--- src/rtl/nested_loop_counter.sv ---
// Multi-level nested loop index generator with start/busy/done framing.
// Define NLC_PROG_LIMITS_EN to load per-level limits from the limits port on start.
module nested_loop_counter #(
  parameter int LEVELS = 3,
  parameter int WIDTH = 4,
  parameter logic [LEVELS*WIDTH-1:0] STOPS = {4'd10, 4'd10, 4'd10}
) (
  input  logic                    clk,
  input  logic                    rst,
  input  logic                    start,
  input  logic                    en,
  input  logic                    clr,
  input  logic [LEVELS*WIDTH-1:0] limits,
  output logic                    busy,
  output logic [LEVELS*WIDTH-1:0] cnt,
  output logic [LEVELS-1:0]       co,
  output logic                    last,
  output logic                    done
);

  localparam logic [0:0] S_IDLE = 1'b0;
  localparam logic [0:0] S_RUN  = 1'b1;
  localparam logic [WIDTH-1:0] ONE = WIDTH'(1);

  logic [0:0]              state_reg;
  logic [LEVELS*WIDTH-1:0] cnt_reg;
  logic [LEVELS*WIDTH-1:0] cnt_next;
  logic [LEVELS*WIDTH-1:0] lim;
  logic [LEVELS-1:0]       at_top;
  logic [LEVELS-1:0]       adv;
  logic                    done_reg;
  logic                    run;

  assign run = (state_reg == S_RUN);

`ifdef NLC_PROG_LIMITS_EN
  logic [LEVELS*WIDTH-1:0] lim_reg;

  // Limits are captured only when a start is actually accepted.
  always_ff @(posedge clk) begin
    if (!rst) begin
      lim_reg <= STOPS;
    end else if (!clr && !run && start) begin
      lim_reg <= limits;
    end
  end

  assign lim = lim_reg;
`else
  logic unused_limits;
  assign unused_limits = ^limits;
  assign lim = STOPS;
`endif

  genvar gi;
  generate
    for (gi = 0; gi < LEVELS; gi++) begin : g_level
      logic [WIDTH-1:0] lim_i;
      logic [WIDTH-1:0] top_i;
      logic [WIDTH-1:0] cnt_i;

      assign lim_i = lim[gi*WIDTH +: WIDTH];
      assign cnt_i = cnt_reg[gi*WIDTH +: WIDTH];
      // A zero limit behaves as one iteration: the level sits at 0 and always wraps.
      assign top_i = (lim_i == '0) ? '0 : lim_i - ONE;
      assign at_top[gi] = (cnt_i == top_i);

      if (gi == 0) begin : g_first
        assign adv[gi] = en & run;
      end else begin : g_outer
        assign adv[gi] = en & run & (&at_top[gi-1:0]);
      end

      assign co[gi] = adv[gi] & at_top[gi];
      assign cnt_next[gi*WIDTH +: WIDTH] = !adv[gi] ? cnt_i :
                                           (at_top[gi] ? '0 : cnt_i + ONE);
    end
  endgenerate

  always_ff @(posedge clk) begin
    if (!rst) begin
      state_reg <= S_IDLE;
      cnt_reg   <= '0;
      done_reg  <= 1'b0;
    end else if (clr) begin
      state_reg <= S_IDLE;
      cnt_reg   <= '0;
      done_reg  <= 1'b0;
    end else begin
      done_reg <= 1'b0;
      if (state_reg == S_IDLE) begin
        cnt_reg <= '0;
        if (start) begin
          state_reg <= S_RUN;
        end
      end else begin
        // On the final edge every level is at its top, so cnt_next is all zeros.
        cnt_reg <= cnt_next;
        if (last) begin
          state_reg <= S_IDLE;
          done_reg  <= 1'b1;
        end
      end
    end
  end

  assign last = co[LEVELS-1];
  assign busy = run;
  assign cnt  = cnt_reg;
  assign done = done_reg;

endmodule

--- config.mk ---
export PLATFORM = sky130hd
export DESIGN_NAME = nested_loop_counter
export DESIGN_NICKNAME = d
export VERILOG_FILES = /design/src/rtl/nested_loop_counter.sv
export SDC_FILE = /design/constraint.sdc
export NUM_CORES = 1
export LEC_CHECK = 0
export BUFFER_PORTS_ARGS = -buffer_cell sky130_fd_sc_hd__buf_2
export CELL_PAD_IN_SITES_DETAIL_PLACEMENT = 0
export CELL_PAD_IN_SITES_GLOBAL_PLACEMENT = 1
export CORE_MARGIN = 4
export CORE_UTILIZATION = 31
export DETAILED_ROUTE_END_ITERATION = 10
export GPL_ROUTABILITY_DRIVEN = 0
export PLACE_DENSITY_LB_ADDON = 0.1
export RECOVER_POWER = 25
export SLEW_MARGIN = 20
export SYNTH_ARGS = -nofsm -noshare
export SYNTH_HDL_FRONTEND = slang
export SYNTH_SLANG_ARGS = --single-unit
--- constraint.sdc ---
create_clock -name clk -period 1.5 [get_ports clk]
set_input_delay 0.075 -clock clk [delete_from_list [all_inputs] [get_ports clk]]
set_output_delay 0.075 -clock clk [all_outputs]
set_load 0.02 [all_outputs]
Word level (Yosys, flattened, before mapping):

Index checks and enable logic that the tools add are counted.

* logic and storage cells: 28
* register bits after elaboration: 14
* output and inout port bits: 18

* add/subtract/negate cells: 3
* equal/unequal tests: 3
* muxes and demuxes: 7
* reductions and logical operators: 3
* bitwise logic cells: 7

Operator list (number)
* 4-bit by 1-bit adder with 4-bit output (second input constant): 3
* 4-bit == test (second input constant): 3
* 4-bit 2-to-1 mux: 3
* 1-bit AND: 5
* 1-bit 2-to-1 mux: 4
* 3-bit OR reduction: 1
* 1-bit NOT: 2
* 2-bit AND reduction: 1
* 2-bit OR reduction: 1

Logic depth before layout (Yosys ltp):

Gate-level depths: netlist of run 1.

* depth after elaboration: 6
* depth in mapped cells: 5
* mapped depth without buffers: 4

Worst setup path before layout of run 1:

OpenSTA, ideal clock, no wires.

* kind: register -> output
* start point: register state_reg (netlist: busy)
* end point: output port co[2]
* arrival: 1.652 ns
* cell stages (with the launch flop): 6
* slack: -0.227 ns
* path through: dfxtp_1 and3_2 buf_4 nand4b_4 nor4bb_4 buf_4

* longest elaborated chain between the ends: 3

RTL lines
* from (decl): line 25 `logic [0:0] state_reg;`
* from (signal assigned): line 82 `state_reg <= S_IDLE;`
* from (signal assigned): line 86 `state_reg <= S_IDLE;`
* from (signal assigned): line 94 `state_reg <= S_RUN;`
* 1-bit AND (2 in a row): line 71 `assign adv[gi] = en & run & (&at_top[gi-1:0]);`
* 1-bit AND: line 74 `assign co[gi] = adv[gi] & at_top[gi];`
* to (decl): line 16 `output logic [LEVELS-1:0] co,`

No other way between the ends.

Final worst setup path of run 1:

* start point: register cnt_reg[2] (netlist: cnt[2])
* end point: output port last

* longest elaborated chain between the ends: 4

RTL lines
* from (decl): line 26 `logic [LEVELS*WIDTH-1:0] cnt_reg;`
* from (signal assigned): line 98 `cnt_reg <= cnt_next;`
* 4-bit == test: line 66 `assign at_top[gi] = (cnt_i == top_i);`
* 2-bit AND reduction: line 71
* 1-bit AND: line 71
* 1-bit AND: line 74
* to (decl): line 17 `output logic last,`

No other way between the ends.

==> results of run 1 <==
==> Yosys cell counts (2+ instances only) <==
cell                        n
sky130_fd_sc_hd__o21ai_0    2
sky130_fd_sc_hd__dfxtp_1   14
sky130_fd_sc_hd__mux2i_1    2
sky130_fd_sc_hd__nand2_1    7
sky130_fd_sc_hd__xor2_1     6
sky130_fd_sc_hd__a21oi_1    3
sky130_fd_sc_hd__inv_1      2
sky130_fd_sc_hd__and3b_1    2
sky130_fd_sc_hd__and2b_2    2
sky130_fd_sc_hd__nand3b_1   2
sky130_fd_sc_hd__nand3_1    2
sky130_fd_sc_hd__nor2_1    10
sky130_fd_sc_hd__buf_4      2
sky130_fd_sc_hd__nor3b_1    2
==> worst max-delay path: cells and delay by family, from the launching register on <==
family / cells / cell delay [ns]
flops: 1 / 0.33
buf+inv: 1 / 0.20
simple gates: 3 / 0.78
==> layer usage <==
layer | up-vias | wire length [um] | global-route usage [%]
li1 | 338 | - | -
met1 | 287 | 720 | 13.7
met2 | 14 | 702 | 16.7
met3 | 2 | 88 | 3.71
met4 | 0 | 12 | 6.25
met5 | - | 0 | 0
==> path summary, 6_finish.rpt <==
kind / startpoint / to / slack [ns] / cells past startpoint
worst max-delay path: cnt[2]$_SDFFE_PP0N_ / last / -0.16 / 4
worst min-delay path: rst / done$_SDFF_PP0_ / 0.06 / 2
worst max register to register: cnt[2]$_SDFFE_PP0N_ / done$_SDFF_PP0_ / 0.03 / 5
worst min register to register: cnt[3]$_SDFFE_PP0N_ / cnt[3]$_SDFFE_PP0N_ / 0.51 / 2
==> repair_timing <==
item | in CTS | in global routing
hold buffers | 1 | 0
endpoints found under the hold margin | 1 | 0
gates resized for setup | 4 | 6
buffers inserted | 2 | 2
setup endpoints to repair | 4 | 7
pin swaps | 3 | 1
cloned | 0 | 0
==> where the power goes <==
group / total (W) / internal [W] / switching [W]
clock network: 0.000273 / 0.000148 / 0.000126
registers: 0.000372 / 0.000371 / 0.000000681
logic: 0.0000231 / 0.0000113 / 0.0000117
==> cell type report <==
cell class / count / area, um^2 / share of cell area (%)
Tap cell: 28 / 35.0 / 3.43
Sequential cell: 14 / 290 / 28.4
Timing Repair Buffer: 36 / 220 / 21.5
Multi-Input combinational cell: 56 / 433 / 42.4
Clock buffer: 4 / 36.3 / 3.55
Inverter: 2 / 7.51 / 0.734
==> metrics by stage <==
stage | setup TNS [ns] | hold slack (ns) | setup slack, ns | area [um^2] | instances
2_1_floorplan | -0.480 | 0.147 | -0.162 | 718 | 75
3_3_place_gp | 0 | 0.256 | 0.0199 | 912 | 131
3_5_place_dp | 0 | 0.264 | 0.0112 | 912 | 131
6_report | -0.401 | 0.0636 | -0.161 | 1020 | 140
4_1_cts | -0.396 | 0.0495 | -0.196 | 986 | 138
5_1_grt | -0.682 | 0.0587 | -0.246 | 1020 | 140
==> kinds of logic (layout without fill, tap and decap cells) <==
group | Yosys count | count (layout) | share of synthesized area [%]
buf+inv | 5 | 42 | 3.71
compound gates | 7 | 7 | 5.48
xor+xnor | 7 | 7 | 8.66
flops | 14 | 14 | 39.6
simple gates | 40 | 40 | 39.8
mux | 2 | 2 | 2.83
==> results_tabular.tex, run 1 <==
\begin{tabular}{lr}
\hline
Metric & Value \\
\hline
\multicolumn{2}{l}{\textbf{Placement}} \\
\quad Port-buffer cells & 22 \\
\quad HPWL Detailed & 1160 um \\
\multicolumn{2}{l}{\textbf{Cells and area}} \\
\quad Total inserted antenna cells & 0 \\
\quad Top library cells by usage in the layout, fill and taps aside & sky130\_fd\_sc\_hd\_\_buf\_4, sky130\_fd\_sc\_hd\_\_buf\_2, sky130\_fd\_sc\_hd\_\_nor2\_1 \\
\quad Max FFs per register & 12 \\
\quad Commonest non-fill, non-tap cell in the layout & sky130\_fd\_sc\_hd\_\_buf\_4 \\
\quad Layout Nets & 130 \\
\quad Synth-to-Final Area Change & 44.3\% \\
\quad Final Util & 46.7\% \\
\quad Fraction of layout instances using a drive strength above 1 & 44.6\% \\
\quad Filler instances & 236 \\
\multicolumn{2}{l}{\textbf{Worst setup path}} \\
\quad Startpoint Class & register \\
\quad Arrival time of the worst setup path & 1.59 ns \\
\quad Endpoint type of the worst setup path & primary output \\
\quad Critical path required time & 1.42 ns \\
\quad Delay of the slowest critical-path stage & 0.35 ns \\
\quad Kind of critical path & reg2out \\
\quad Largest fanout on the critical path & 3 \\
\quad CP cell instances & and4bb\_4 > nand4b\_4 > nor4bb\_4 > buf\_4 \\
\quad Slowest cell on the critical path & sky130\_fd\_sc\_hd\_\_and4bb\_4 \\
\multicolumn{2}{l}{\textbf{Min path}} \\
\quad Worst Hold Class & in2reg \\
\multicolumn{2}{l}{\textbf{Timing}} \\
\quad Post-route clock period utilization & 111\% \\
\quad Tightest slew margin relative to the limit & 81.4\% \\
\quad Actual transition at the worst max-transition pin & 0.279 ns \\
\quad Final count of negative-setup-slack endpoints & 3 \\
\quad Fmax achieved & 602 MHz \\
\quad Clock Skew & 0.00250 ns \\
\quad Smallest setup slack after layout & -0.161 ns \\
\quad Final hold violation count & 0 \\
\quad Unrepaired setup endpoints after global routing & yes \\
\quad Minimum clock period & 1.66 ns \\
\quad Final Max Tran Viols & 0 \\
\multicolumn{2}{l}{\textbf{Die}} \\
\quad Vertical extent of the die & 55.8 um \\
\quad Starting Density & 32.3\% \\
\quad Number of rows in the core area & 17 \\
\quad Die area & 3110 um\^{}2 \\
\quad Core area & 2190 um\^{}2 \\
\quad Ports & 35 \\
\quad Overall die width & 55.8 um \\
\multicolumn{2}{l}{\textbf{Routing}} \\
\quad Post-detailed-routing wire length & 1520 um \\
\quad DRC Markers & 0 \\
\quad Pre-Repair DR Iteration Count & 2 \\
\quad Drt via density & 4.58 \\
\quad Average detailed-routed wire length per instance & 10.9 um \\
\quad Vias after detailed routing & 641 \\
\quad Drt first-iter violations & 5 \\
\quad Antenna Violating Nets Remaining & 0 \\
\multicolumn{2}{l}{\textbf{Clock tree}} \\
\quad Clock root buffer master & sky130\_fd\_sc\_hd\_\_clkbuf\_4 \\
\quad TritonCTS clock tree & done \\
\quad Clock input transition at the sequential cells of the worst setup and hold paths & 0.09 ns \\
\quad Source-to-sink clock delay at the later pin of the worst-skew pair & 0.28 ns \\
\quad Sinks on Clock Net & 14 \\
\quad Max Root-Sink Buffers & 2 \\
\quad \# H-tree levels & 1 \\
\quad TritonCTS Buffers & 3 \\
\multicolumn{2}{l}{\textbf{Power and ir drop}} \\
\quad Overall Power & 0.000668 W \\
\quad Power density over cell area & 653 nW/um\^{}2 \\
\quad Leakage power & 0.477 nW \\
\quad IR Drop Worst-Case VDD & 0.000349 V \\
\multicolumn{2}{l}{\textbf{Flow run}} \\
\quad Max Cap Viol & 0 \\
\multicolumn{2}{l}{\textbf{Logic synthesis}} \\
\quad Synthesized area per cell & 9.44 um\^{}2 \\
\quad Synthesized netlist net count & 92 \\
\quad Largest area contributor in the netlist & sky130\_fd\_sc\_hd\_\_dfxtp\_1 \\
\quad Cells after Synth & 75 \\
\quad Area fraction of the dominant cell type after synthesis & 39.6\% \\
\quad Number of flops mapped to enable cells by yosys & 0 \\
\quad Yosys reg bits & 14 \\
\quad Fraction of registers with async set or reset after synthesis & 0\% \\
\quad Leading post-synthesis cells by cell area & sky130\_fd\_sc\_hd\_\_dfxtp\_1, sky130\_fd\_sc\_hd\_\_xor2\_1, sky130\_fd\_sc\_hd\_\_nor2\_1, sky130\_fd\_sc\_hd\_\_nand2\_1, sky130\_fd\_sc\_hd\_\_nor4bb\_4 \\
\quad Post-synth cell types & 31 \\
\quad Ys flop type & sky130\_fd\_sc\_hd\_\_dfxtp\_1 \\
\quad Sequential share of the synthesized area & 39.6\% \\
\quad Ys Warns & 0 \\
\quad Post-synthesis instance area & 708 um\^{}2 \\
\multicolumn{2}{l}{\textbf{Global route}} \\
\quad Global-route usage over all layers & 11.1\% \\
\quad GR Overflow Total & 0 \\
\quad Global-route wire length before repair & 2680 um \\
\quad Initial antenna violation count & 0 \\
\quad Vias in the first global route & 609 \\
\quad Largest net degree at the start of global routing & 13 \\
\multicolumn{2}{l}{\textbf{Run status}} \\
\quad Status & complete, but fails checks \\
\quad Violations in the final reports & setup timing \\
\hline
\end{tabular}
(Power assumes the default switching activity.)
==> run 2, diff against run 1 <==
- SETUP_SLACK_MARGIN: unset -> 0.3
==> results_tabular.tex, run 2 (synthesis gave the netlist of run 1 again) <==
\begin{tabular}{lr}
\hline
Metric & Value \\
\hline
\multicolumn{2}{l}{\textbf{Die}} \\
\quad Ports & 35 (unchanged) \\
\quad Number of rows in the core area & 17 (unchanged) \\
\quad Starting Density & 32.3\% (unchanged) \\
\quad Overall die width & 55.8 um (unchanged) \\
\quad Die area & 3110 um\^{}2 (unchanged) \\
\quad Vertical extent of the die & 55.8 um (unchanged) \\
\quad Core area & 2190 um\^{}2 (unchanged) \\
\multicolumn{2}{l}{\textbf{Worst setup path}} \\
\quad RR Endpoint & cnt[11]\$\_SDFFE\_PP0N\_ (was done\$\_SDFF\_PP0\_) \\
\quad Slowest cell on the critical path & sky130\_fd\_sc\_hd\_\_dfxtp\_4 (was sky130\_fd\_sc\_hd\_\_and4bb\_4) \\
\quad Setup slack on the worst flop-to-flop path & -0.13 ns (was 0.03 ns) \\
\quad Endpoint type of the worst setup path & primary output (unchanged) \\
\quad Critical path required time & 1.42 ns (about the same) \\
\quad FF-to-FF path depth & 8 (was 5) \\
\quad Reg-to-reg critical path startpoint & cnt[1]\$\_SDFFE\_PP0N\_ (was cnt[2]\$\_SDFFE\_PP0N\_) \\
\quad CP cell instances & and4bb\_4 > nand4b\_4 > nor4bb\_4 > buf\_4 (unchanged) \\
\quad Kind of critical path & reg2out (unchanged) \\
\quad Arrival time of the worst setup path & 1.57 ns (was 1.59 ns) \\
\quad Delay of the slowest critical-path stage & 0.35 ns (about the same) \\
\quad Startpoint Class & register (unchanged) \\
\quad Start point of the critical path & cnt[1]\$\_SDFFE\_PP0N\_ (was cnt[2]\$\_SDFFE\_PP0N\_) \\
\quad Largest fanout on the critical path & 3 (unchanged) \\
\multicolumn{2}{l}{\textbf{Power and ir drop}} \\
\quad Power density over cell area & 595 nW/um\^{}2 (was 653 nW/um\^{}2) \\
\quad Internal power of the cells & 0.000486 W (was 0.000530 W) \\
\quad IR Drop Worst-Case VDD & 0.000364 V (was 0.000349 V) \\
\quad Leakage power & 0.508 nW (was 0.477 nW) \\
\quad Share of power burned in the clock network & 36.0\% (was 40.9\%) \\
\quad Power dissipated by switching net loads & 0.000132 W (was 0.000138 W) \\
\quad Net switching fraction of the power & 21.4\% (was 20.7\%) \\
\quad Fraction of power consumed by sequential logic & 60.2\% (was 55.6\%) \\
\quad Proportion of power drawn by combinational gates & 3.8\% (was 3.5\%) \\
\multicolumn{2}{l}{\textbf{Global route}} \\
\quad GR Overflow Total & 0 (unchanged) \\
\quad Vias in the first global route & 580 (was 609) \\
\quad GRT busiest layer & met2 (unchanged) \\
\quad Global-route wire length before repair & 2580 um (was 2680 um) \\
\quad Met3 Track Usage GR & 4.64\% (was 3.71\%) \\
\quad Met2 usage & 15.9\% (was 16.7\%) \\
\quad Largest net degree at the start of global routing & 13 (unchanged) \\
\quad Global-route track usage on met1 & 13.2\% (was 13.7\%) \\
\quad Global-route usage over all layers & 10.4\% (was 11.1\%) \\
\quad Initial antenna violation count & 0 (unchanged) \\
\multicolumn{2}{l}{\textbf{Routing}} \\
\quad Pre-Repair DR Iteration Count & 3 (was 2) \\
\quad Drt first-iter violations & 4 (was 5) \\
\quad DRC Markers & 0 (unchanged) \\
\quad Vias after detailed routing & 637 (was 641) \\
\quad Drt via density & 4.58 (about the same) \\
\quad Antenna Violating Nets Remaining & 0 (unchanged) \\
\quad Average detailed-routed wire length per instance & 11.4 um (was 10.9 um) \\
\quad Post-detailed-routing wire length & 1590 um (was 1520 um) \\
\multicolumn{2}{l}{\textbf{Cells and area}} \\
\quad Fraction of layout instances using a drive strength above 1 & 50.5\% (was 44.6\%) \\
\quad Total inserted antenna cells & 0 (unchanged) \\
\quad Max FFs per register & 12 (unchanged) \\
\quad Top library cells by usage in the layout, fill and taps aside & sky130\_fd\_sc\_hd\_\_buf\_2, sky130\_fd\_sc\_hd\_\_buf\_4, sky130\_fd\_sc\_hd\_\_nor2\_1 (was sky130\_fd\_sc\_hd\_\_buf\_4, sky130\_fd\_sc\_hd\_\_buf\_2, sky130\_fd\_sc\_hd\_\_nor2\_1) \\
\quad Multi-input combinational cell area & 443 um\^{}2 (was 433 um\^{}2) \\
\quad Synth-to-Final Area Change & 46.6\% (was 44.3\%) \\
\quad Filler instances & 221 (was 236) \\
\quad Commonest non-fill, non-tap cell in the layout & sky130\_fd\_sc\_hd\_\_buf\_2 (was sky130\_fd\_sc\_hd\_\_buf\_4) \\
\quad Sequential Area & 294 um\^{}2 (was 290 um\^{}2) \\
\quad Layout Nets & 129 (was 130) \\
\multicolumn{2}{l}{\textbf{Timing}} \\
\quad Tightest slew margin relative to the limit & 80.7\% (was 81.4\%) \\
\quad Smallest setup slack after layout & -0.147 ns (was -0.161 ns) \\
\quad Minimum clock period & 1.65 ns (was 1.66 ns) \\
\quad Final count of negative-setup-slack endpoints & 4 (was 3) \\
\quad Clock Skew & 0.00915 ns (was 0.00250 ns) \\
\quad Actual transition at the worst max-transition pin & 0.289 ns (was 0.279 ns) \\
\quad Unrepaired setup endpoints after global routing & yes (unchanged) \\
\quad Post-route clock period utilization & 110\% (was 111\%) \\
\quad Final hold violation count & 0 (unchanged) \\
\quad Post-Route Hold Slack & 0.0691 ns (was 0.0636 ns) \\
\quad Final Max Tran Viols & 0 (unchanged) \\
\quad Fmax achieved & 607 MHz (was 602 MHz) \\
\multicolumn{2}{l}{\textbf{Clock tree}} \\
\quad Max Root-Sink Buffers & 2 (unchanged) \\
\quad TritonCTS clock tree & done (unchanged) \\
\quad TritonCTS Buffers & 3 (unchanged) \\
\quad \# H-tree levels & 1 (unchanged) \\
\quad Clock root buffer master & sky130\_fd\_sc\_hd\_\_clkbuf\_4 (unchanged) \\
\quad Clock input transition at the sequential cells of the worst setup and hold paths & 0.09 ns (about the same) \\
\quad Sinks on Clock Net & 14 (unchanged) \\
\quad Source-to-sink clock delay at the later pin of the worst-skew pair & 0.28 ns (about the same) \\
\multicolumn{2}{l}{\textbf{Flow run}} \\
\quad Max Cap Viol & 0 (unchanged) \\
\multicolumn{2}{l}{\textbf{Run status}} \\
\quad Violations in the final reports & setup timing (unchanged) \\
\quad Status & complete, but fails checks (unchanged) \\
\multicolumn{2}{l}{\textbf{Placement}} \\
\quad Port-buffer cells & 22 (unchanged) \\
\quad HPWL Detailed & 1140 um (was 1160 um) \\
\quad Setup WS pre-CTS & 0.0516 ns (was 0.0112 ns) \\
\multicolumn{2}{l}{\textbf{Min path}} \\
\quad Worst Hold Class & in2reg (unchanged) \\
\quad Worst Hold Depth & 2 (unchanged) \\
\quad Beginning of the worst hold path & rst (unchanged) \\
\quad Terminating pin of the worst hold path & done\$\_SDFF\_PP0\_ (unchanged) \\
\hline
\end{tabular}
run 2: cell count changes in the layout (fill, tap and decap cells not counted), sizes merged:
| cell | delta |
|---|---|
| buf | +4 |
| clkbuf | -5 |
run 2: power groups by stage:
| stage | clock network (W) | registers, W | logic, W |
|---|---|---|---|
| 3_3_place_gp | 0 | 0.000380 | 0.0000194 |
| 5_1_grt | 0.000247 | 0.000372 | 0.0000257 |
| 6_report | 0.000223 | 0.000372 | 0.0000235 |
| 3_5_place_dp | 0 | 0.000380 | 0.0000199 |
| 4_1_cts | 0.000231 | 0.000371 | 0.0000231 |
| 2_1_floorplan | 0 | 0.000383 | 0.00000536 |
run 2: final cells by class:
type	instances	area share, %
multi-input combinational	56	42.7
sequential	14	28.3
timing repair buffer	35	22.4
tap	28	3.37
clock buffer	4	2.53
inverter	2	0.723
run 2: per-stage QoR:
step / power, W / cells / instance area [um^2] / TNS [ns] / util (%)
after floorplan: 0.000388 / 75 / 722 / -0.478 / -
after global placement: 0.000400 / 129 / 901 / 0 / 41.1
after detailed placement: 0.000400 / 129 / 901 / 0 / 41.1
after CTS: 0.000625 / 138 / 1010 / -0.608 / 45.9
after global routing: 0.000644 / 139 / 1040 / -1.04 / 47.4
final: 0.000618 / 139 / 1040 / -0.532 / 47.4
run 2: worst max-delay path: cells and delay by family, from the launching register on:
kind | cells | cell delay [ns]
buf+inv | 1 | 0.20
flops | 1 | 0.35
simple gates | 3 | 0.75
run 2: repair_timing:
action	CTS	global route
setup buffers	4	1
hold endpoints to repair	1	0
pin swaps	5	3
resized for setup	10	6
setup endpoints to repair	14	15
hold buffers	1	0
run 2: how the worst max path moves through the flow:
| stage | end |
|---|---|
| after CTS | co[2] |
| after floorplan | co[2] |
| after detailed placement | co[2] |
| after global routing | co[2] |
| final | last |
| after global placement | co[2] |
run 2: routing by layer:
metal	vias to the layer above	share of wire (%)	routed length, um
met2	15	44	691
met4	0	0.88	14
li1	333	-	-
met3	2	6.7	106
met5	-	0	0
met1	287	49	775
